`config.mk`:
```
export PLATFORM = sky130hd
export DESIGN_NAME = r2sdf_stage
export DESIGN_NICKNAME = d
export VERILOG_FILES = /design/src/rtl/r2sdf_stage_pkg.sv /design/src/rtl/sdf_delay_line.sv /design/src/rtl/r2sdf_stage.sv
export SDC_FILE = /design/constraint.sdc
export NUM_CORES = 2
export LEC_CHECK = 0
export CORE_MARGIN = 10
export CORE_UTILIZATION = 56
export DETAILED_ROUTE_END_ITERATION = 10
export GPL_TIMING_DRIVEN = 0
export PLACE_DENSITY = 0.75
export SLEW_MARGIN = 25
export SYNTH_ARGS = -nofsm -noshare
export SYNTH_HDL_FRONTEND = slang
export SYNTH_SLANG_ARGS = --single-unit
```
`constraint.sdc`:
```
create_clock -name clk -period 2.65 [get_ports clk]
set_input_delay 0.53 -clock clk [delete_from_list [all_inputs] [get_ports clk]]
set_output_delay 0.53 -clock clk [all_outputs]
set_load 0.005 [all_outputs]
```
`src/rtl/r2sdf_stage_pkg.sv`:
```
// Shared FFT helpers: clog2 and the per-stage word-growth convention.
// A stage takes BW-bit signed samples and produces BW+GROWTH-bit signed results.
package r2sdf_stage_pkg;

  localparam int GROWTH = 1;

  typedef enum logic {
    PH_FILL = 1'b0,
    PH_BFLY = 1'b1
  } phase_e;

  function automatic int clog2(input int v);
    int r;
    r = 0;
    while ((1 << r) < v) r = r + 1;
    return r;
  endfunction

endpackage

```
`src/rtl/sdf_delay_line.sv`:
```
// Enable-gated shift chain used as the SDF feedback memory; head_o is the oldest entry.
module sdf_delay_line #(
  parameter int W     = 34,
  parameter int DEPTH = 64
) (
  input  logic         clk,
  input  logic         reset,
  input  logic         en_i,
  input  logic [W-1:0] din_i,
  output logic [W-1:0] head_o
);

  logic [DEPTH-1:0][W-1:0] mem_q;

  always_ff @(posedge clk) begin
    if (reset) begin
      mem_q <= '0;
    end else if (en_i) begin
      for (int i = 0; i < DEPTH - 1; i++) mem_q[i] <= mem_q[i+1];
      mem_q[DEPTH-1] <= din_i;
    end
  end

  assign head_o = mem_q[0];

endmodule

```
`src/rtl/r2sdf_stage.sv`:
```
// Radix-2 DIF single-path delay-feedback butterfly stage.
// Two register stages: input capture, then butterfly result into the output register.
module r2sdf_stage
  import r2sdf_stage_pkg::*;
#(
  parameter int BW    = 16,
  parameter int DEPTH = 64
) (
  input  logic          clk,
  input  logic          reset,
  input  logic          in_valid,
  input  logic          in_sof,
  input  logic [BW-1:0] in_real,
  input  logic [BW-1:0] in_imag,
  output logic          out_valid,
  output logic          out_sof,
  output logic [BW:0]   out_real,
  output logic [BW:0]   out_imag
);

  localparam int OW = BW + GROWTH;
  localparam int CW = clog2(2 * DEPTH);
  localparam logic [CW-1:0] IDX_SOF = CW'(DEPTH);

  logic [BW-1:0]   xr_q, xi_q;
  logic            sof_q, rvld_q;
  logic [CW-1:0]   cnt_q, cnt_d, idx;
  logic            primed_q, primed_d;
  phase_e          ph;
  logic [OW-1:0]   xr, xi, hr, hi, res_r, res_i, push_r, push_i;
  logic [2*OW-1:0] head;

  always_ff @(posedge clk) begin
    if (reset) begin
      rvld_q <= 1'b0;
      sof_q  <= 1'b0;
      xr_q   <= '0;
      xi_q   <= '0;
    end else begin
      rvld_q <= in_valid;
      if (in_valid) begin
        sof_q <= in_sof;
        xr_q  <= in_real;
        xi_q  <= in_imag;
      end
    end
  end

  always_comb begin
    idx      = sof_q ? '0 : cnt_q;
    ph       = phase_e'(idx[CW-1]);
    cnt_d    = rvld_q ? idx + CW'(1) : cnt_q;
    primed_d = primed_q | (rvld_q & (ph == PH_BFLY));
    xr       = {xr_q[BW-1], xr_q};
    xi       = {xi_q[BW-1], xi_q};
    hr       = head[2*OW-1:OW];
    hi       = head[OW-1:0];
    // Butterfly phase: emit the sum now, park the difference for the next frame.
    if (ph == PH_BFLY) begin
      res_r  = hr + xr;
      res_i  = hi + xi;
      push_r = hr - xr;
      push_i = hi - xi;
    end else begin
      res_r  = hr;
      res_i  = hi;
      push_r = xr;
      push_i = xi;
    end
  end

  sdf_delay_line #(.W(2 * OW), .DEPTH(DEPTH)) u_dly (
    .clk    (clk),
    .reset  (reset),
    .en_i   (rvld_q),
    .din_i  ({push_r, push_i}),
    .head_o (head)
  );

  always_ff @(posedge clk) begin
    if (reset) begin
      cnt_q     <= '0;
      primed_q  <= 1'b0;
      out_valid <= 1'b0;
      out_sof   <= 1'b0;
      out_real  <= '0;
      out_imag  <= '0;
    end else begin
      cnt_q     <= cnt_d;
      primed_q  <= primed_d;
      out_valid <= rvld_q & ((ph == PH_BFLY) | primed_q);
      out_sof   <= rvld_q & (idx == IDX_SOF);
      if (rvld_q) begin
        out_real <= res_r;
        out_imag <= res_i;
      end
    end
  end

endmodule

```
=== After elaboration in Yosys (flattened, before gate mapping) ===
Index checks and enable logic that the tools add are counted.

* Register bits after elaboration: 2254
* Output and inout port bits: 36
* Word-level logic and storage cells: 90
* Bits of input ports: 36

* Eq/ne operators: 1
* Add/sub/neg operators: 5
* Bitwise operators: 5
* Mux-type cells: 5

{| class="wikitable"
|+ Operators by type and width
! cell !! number
|-
| 17-bit 2-to-1 mux || 4
|-
| 17-bit adder || 2
|-
| 17-bit subtractor || 2
|-
| 7-bit by 1-bit adder with 7-bit output (second input constant) || 1
|-
| 7-bit == test (second input constant) || 1
|-
| 7-bit 2-to-1 mux || 1
|-
| 1-bit AND || 3
|-
| 1-bit OR || 2
|}

=== Depth between registers and ports, before layout ===
* Word-level depth: 3
* Gate-level depth with buffers: 10
* Depth with buffers taken out: 10

=== Modules after synthesis ===
A second synthesis with hierarchy kept.

* Cells, all modules: 7992
* Area, all modules: 84474.8 µm²

{| class="wikitable"
|+ Modules (own cells, without submodules)
! module !! instances !! area each (µm²) !! sequential area each (µm²) !! cells each
|-
| sdf_delay_line || 1 || 77488.1 || 43561.8 || 7046
|-
| r2sdf_stage || 1 || 6986.7 || 1561.5 || 946
|}

=== Worst setup path after synthesis ===
OpenSTA, ideal clock, no wires.

* Path kind: register -> register
* From: reg xi_q[1]
* To: reg u_dly.mem_q[2157] (netlist bit)
* Library setup time: 0.122 ns
* Buffers on the path: 0
* Required time: 2.528 ns
* Cell stages (with the launch flop): 10
* Data arrival time: 2.422 ns
* Setup slack: 0.106 ns
* Period minus slack after synthesis: 2.544 ns
* Cell sequence: dfxtp_1 inv_1 ha_1 nor2b_1 o31a_1 o21ai_2 a2111oi_2 o31a_1 mux2_1 a311o_1

* Longest elaborated chain between the ends: 2

{| class="wikitable"
|+ RTL lines
! item !! RTL line !! RTL
|-
| start: declaration || r2sdf_stage.sv:25 || <nowiki>logic [BW-1:0] xr_q, xi_q;</nowiki>
|-
| start signal: assignment || r2sdf_stage.sv:44 || <nowiki>xi_q <= in_imag;</nowiki>
|-
| 17-bit subtractor || r2sdf_stage.sv:63 || <nowiki>push_i = hi - xi;</nowiki>
|-
| 17-bit 2-to-1 mux || r2sdf_stage.sv:59 || <nowiki>if (ph == PH_BFLY) begin</nowiki>
|-
| end signal: indexed assignment || sdf_delay_line.sv:20 || <nowiki>mem_q[DEPTH-1] <= din_i;</nowiki>
|-
| end: declaration || sdf_delay_line.sv:13 || <nowiki>logic [DEPTH-1:0][W-1:0] mem_q;</nowiki>
|}

No other way between the ends.
A chain may end at the register's enable or synchronous reset.

=== Worst setup path after layout ===
* From: reg u_dly.mem_q (netlist bit u_dly.head_o[0])
* To: reg out_imag[14]

* Longest elaborated chain between the ends: 2

{| class="wikitable"
|+ RTL lines
! item !! RTL line !! RTL
|-
| 17-bit adder || r2sdf_stage.sv:61 || <nowiki>res_i = hi + xi;</nowiki>
|-
| 17-bit 2-to-1 mux || r2sdf_stage.sv:59 ||
|-
| end signal: assignment || r2sdf_stage.sv:95 || <nowiki>out_imag <= res_i;</nowiki>
|-
| end: declaration || r2sdf_stage.sv:18 || <nowiki>output logic [BW:0] out_imag</nowiki>
|}

No other way between the ends.

==> summary.md <==
| Metric | Value |
|---|---|
| Status | `finished clean` |
| Arr. time, crit path | `3.27 ns` |
| Post-Syn Area | `82300 sq um` |
| Seq cells post-synth | `2254` |
| Hold Crit Class | `in2reg` |
| Most common cell after layout, fill and taps aside | `nor2_1` |
| Initial antenna violation count | `9` |
| Final Cycle Share | `0.998` |
| Setup WS pre-CTS | `-0.420 ns` |
| VDD IR-drop max | `0.646 mV` |
| CP max stage delay | `0.35 ns` |
| Clk root buf | `clkbuf_16` |
| Worst r2r path cells | `10` |
| Worst setup path class | `reg2reg` |
| Bufs and invs on worst path | `1` |
| H-tree Lvls | `4` |
| Largest delay share family, worst path | `compound AO/OA/AOI/OAI gates` |
| Final WL | `183 mm` |
| Max-cap violations | `0` |
| Post-DP Area | `85400 sq um` |
| R2R Path Start | `u_dly.head_o[0]$_SDFFE_PP0P_` |
| Pleak | `36.6 nW` |
| CTS Buffer Depth | `3` |
| Worst skew pair latency | `0.83 ns` |
| Hold WS | `0.321 ns` |
| Core area | `146000 sq um` |
| Worst slew pin tran | `1.05 ns` |
| Post-synth net total | `8029` |
| CP Capture Point | `out_imag[14]$_SDFFE_PP0P_` |
| Die height | `403 um` |
| # clock sinks | `2254` |
| Proportion of layout cells with a drive suffix above 1 | `0.0793` |
| Crit-path max FO | `4` |
| Minimum setup slack among reg-to-reg paths | `0.005 ns` |
| Seq/Total Area, Yosys | `0.548` |
| First-pass GRT wire length | `295 mm` |
| Synth async-reset ratio | `0` |
| Number of flops mapped to enable cells by yosys | `0` |
| Grt ovf | `0` |
| Synthesized instance count | `7923` |
| Vias | `54.8k` |
| CTS tree | `yes` |
| Die X-Extent | `403 um` |
| Die Area | `163000 sq um` |
| Crit-path slowest cell | `dfxtp_2` |
| Largest net degree at the start of global routing | `17` |
| CTS hold repair buffers | `0` |
| Num ports | `72` |
| RSZ-0062 raised after global routing | `yes` |
| Nets | `8330` |
| Final setup fails | `0` |
| Final ANT Viol Nets | `0` |
| Critical Path Sink Type | `flop` |
| Post-synth cell types | `73` |
| Tot GR Track Use | `0.220` |
| 1st-iter DRT viols | `3452` |
| Final-report hold violation count | `0` |
| Critical path data required time | `3.27 ns` |
| FMAX | `378 MHz` |
| DR DRC count | `0` |
| Cell total after placement | `9909` |
| Routability cong. | `0.893` |
| FP Rows | `140` |
| Avg WL per Cell | `17.7 um` |
| Final Worst Setup Slack | `0.00536 ns` |
| Min Tclk post-route | `2.64 ns` |
| Most frequent cells in the layout | `nor2_1 (2263), dfxtp_1 (2241), mux2i_1 (2182)` |
| IO buf count | `69` |
| Synth warnings | `0` |
| Syn Area/Cell | `10.4 sq um` |
| Util after Layout | `0.638` |
| Clock transition at the registers of the reported paths | `0.06 ns` |
| Critical path cell sequence | `ha_2 > fa_2 > nor2b_4 > o311ai_4 > buf_4 > a21oi_2 > or2_1 > a31oi_1 > xnor2_1 > o221ai_1` |
| Worst Skew | `0.0631 ns` |
| Hpwl dp | `135 mm` |
| Vias per cell | `5.31` |
| Cts bufs inserted | `216` |
| Number of global-route vias before repair | `54.3k` |
| Post-synth top flop | `dfxtp_1` |
| Max Slew Vio Count | `0` |
| Slew HR | `0.302` |
| Setup crit start kind | `flop` |
| Post-layout instance area | `93100 sq um` |
| Pwr/cell area | `730 nW/um^2` |
| Pre-Repair DR Iteration Count | `8` |
| Area growth syn-to-layout | `13.1%` |
| Start point of the critical path | `u_dly.head_o[0]$_SDFFE_PP0P_` |
| Initial Util | `0.564` |
| RR Endpoint | `out_imag[14]$_SDFFE_PP0P_` |
| Non-Filler Instances | `10.3k` |
| CP Depth | `10` |
-- per-layer routing --
layer  vias up  track usage  part of all wire
li1      27200            -                 -
met1     26300        0.314              0.48
met2      1035        0.340              0.44
met3       299       0.0390             0.055
met4        12       0.0620             0.024
met5         -            0           0.00038
-- layout make-up --
class | instances | area (sq um)
fill | 11600 | 52800
clock buffer | 334 | 6550
buffer | 542 | 2350
clock inverter | 59 | 772
antenna | 3 | 7.51
sequential | 2254 | 45100
tap | 1917 | 2400
inverter | 72 | 270
multi-input combinational | 5053 | 34800
timing repair buffer | 85 | 811
-- Yosys cell counts (6+ instances only) --
master | number | area, sq um
nor2_1 | 2265 | 8500
dfxtp_1 | 2254 | 45100
mux2i_1 | 2183 | 21900
clkbuf_1 | 319 | 1200
buf_2 | 221 | 1110
a21oi_1 | 84 | 420
inv_1 | 67 | 251
ha_1 | 66 | 826
nand2_1 | 61 | 229
o21ai_0 | 56 | 280
xnor2_1 | 37 | 324
nor3_1 | 28 | 140
nand3_1 | 23 | 115
a211oi_1 | 21 | 158
nor2b_1 | 18 | 113
nand2b_1 | 15 | 93.8
a21o_1 | 14 | 105
a311oi_1 | 14 | 123
a31oi_1 | 12 | 75.1
o211ai_1 | 11 | 82.6
o22ai_1 | 10 | 62.6
or3_1 | 9 | 56.3
nand4_1 | 8 | 50.1
o21ai_1 | 8 | 40.0
o21bai_1 | 8 | 60.1
o31ai_1 | 7 | 52.6
nor4_1 | 6 | 37.5
-- cells by family (layout without fill, tap and decap cells) --
logic type	Yosys count	after routing	synth area share
AND/OR/NAND/NOR	2463	2463	0.116
adder cells (fa/ha/maj)	70	70	0.0110
buffers and inverters	616	1092	0.0315
flip-flops	2254	2254	0.548
other	0	3	0
multiplexers	2184	2184	0.266
XOR/XNOR	42	42	0.00447
AO/OA/AOI/OAI	294	294	0.0233
-- worst min-delay path by stage --
stage	slack [ns]	endpoint	cells after the start	startpoint
5_1_grt	0.31	xr_q[9]$_SDFFE_PP0P_	3	in_real[9]
2_1_floorplan	0.43	out_sof$_SDFF_PP0_	1	cnt_q[2]$_SDFFE_PP0P_
3_3_place_gp	0.45	out_real[5]$_SDFFE_PP0P_	2	out_real[5]$_SDFFE_PP0P_
6_report	0.32	xr_q[3]$_SDFFE_PP0P_	3	in_real[3]
4_1_cts	0.28	xr_q[3]$_SDFFE_PP0P_	3	in_real[3]
3_5_place_dp	0.46	out_imag[0]$_SDFFE_PP0P_	2	out_imag[0]$_SDFFE_PP0P_
-- stage by stage --
step,TNS [ns],power (W)
after global placement,-367.39,0.0377
final,0,0.0680
after CTS,0,0.0685
after global routing,-0.276,0.0701
after detailed placement,-14.93,0.0378
after floorplan,0,0.0370
-- what timing repair did --
item	CTS	global route
pin swaps	11	17
buffers inserted	6	10
endpoints found under the setup margin	56	57
gates resized for setup	30	50
-- worst min-delay path: stages --
cell,delay [ns]
clkdlybuf4s50_1,0.40
mux2i_1,0.13
nor2_1,0.05
-- state kept, by name, summed over array words and instances (netlist names) --
name and cells:
sof_q 1, xr_q 16, out_valid 1, xi_q 16
u_dly.mem_q 2142, primed_q 1, out_imag 17, out_sof 1
out_real 17, rvld_q 1, u_dly.head_o 34, cnt_q 7
-- power by group --
part | switching [W] | internal (W)
clock network | 0.0129 | 0.0180
logic | 0.00199 | 0.00110
registers | 0.0000836 | 0.0340
total | 0.0150 | 0.0530
Power figures use the tool's default switching activity.
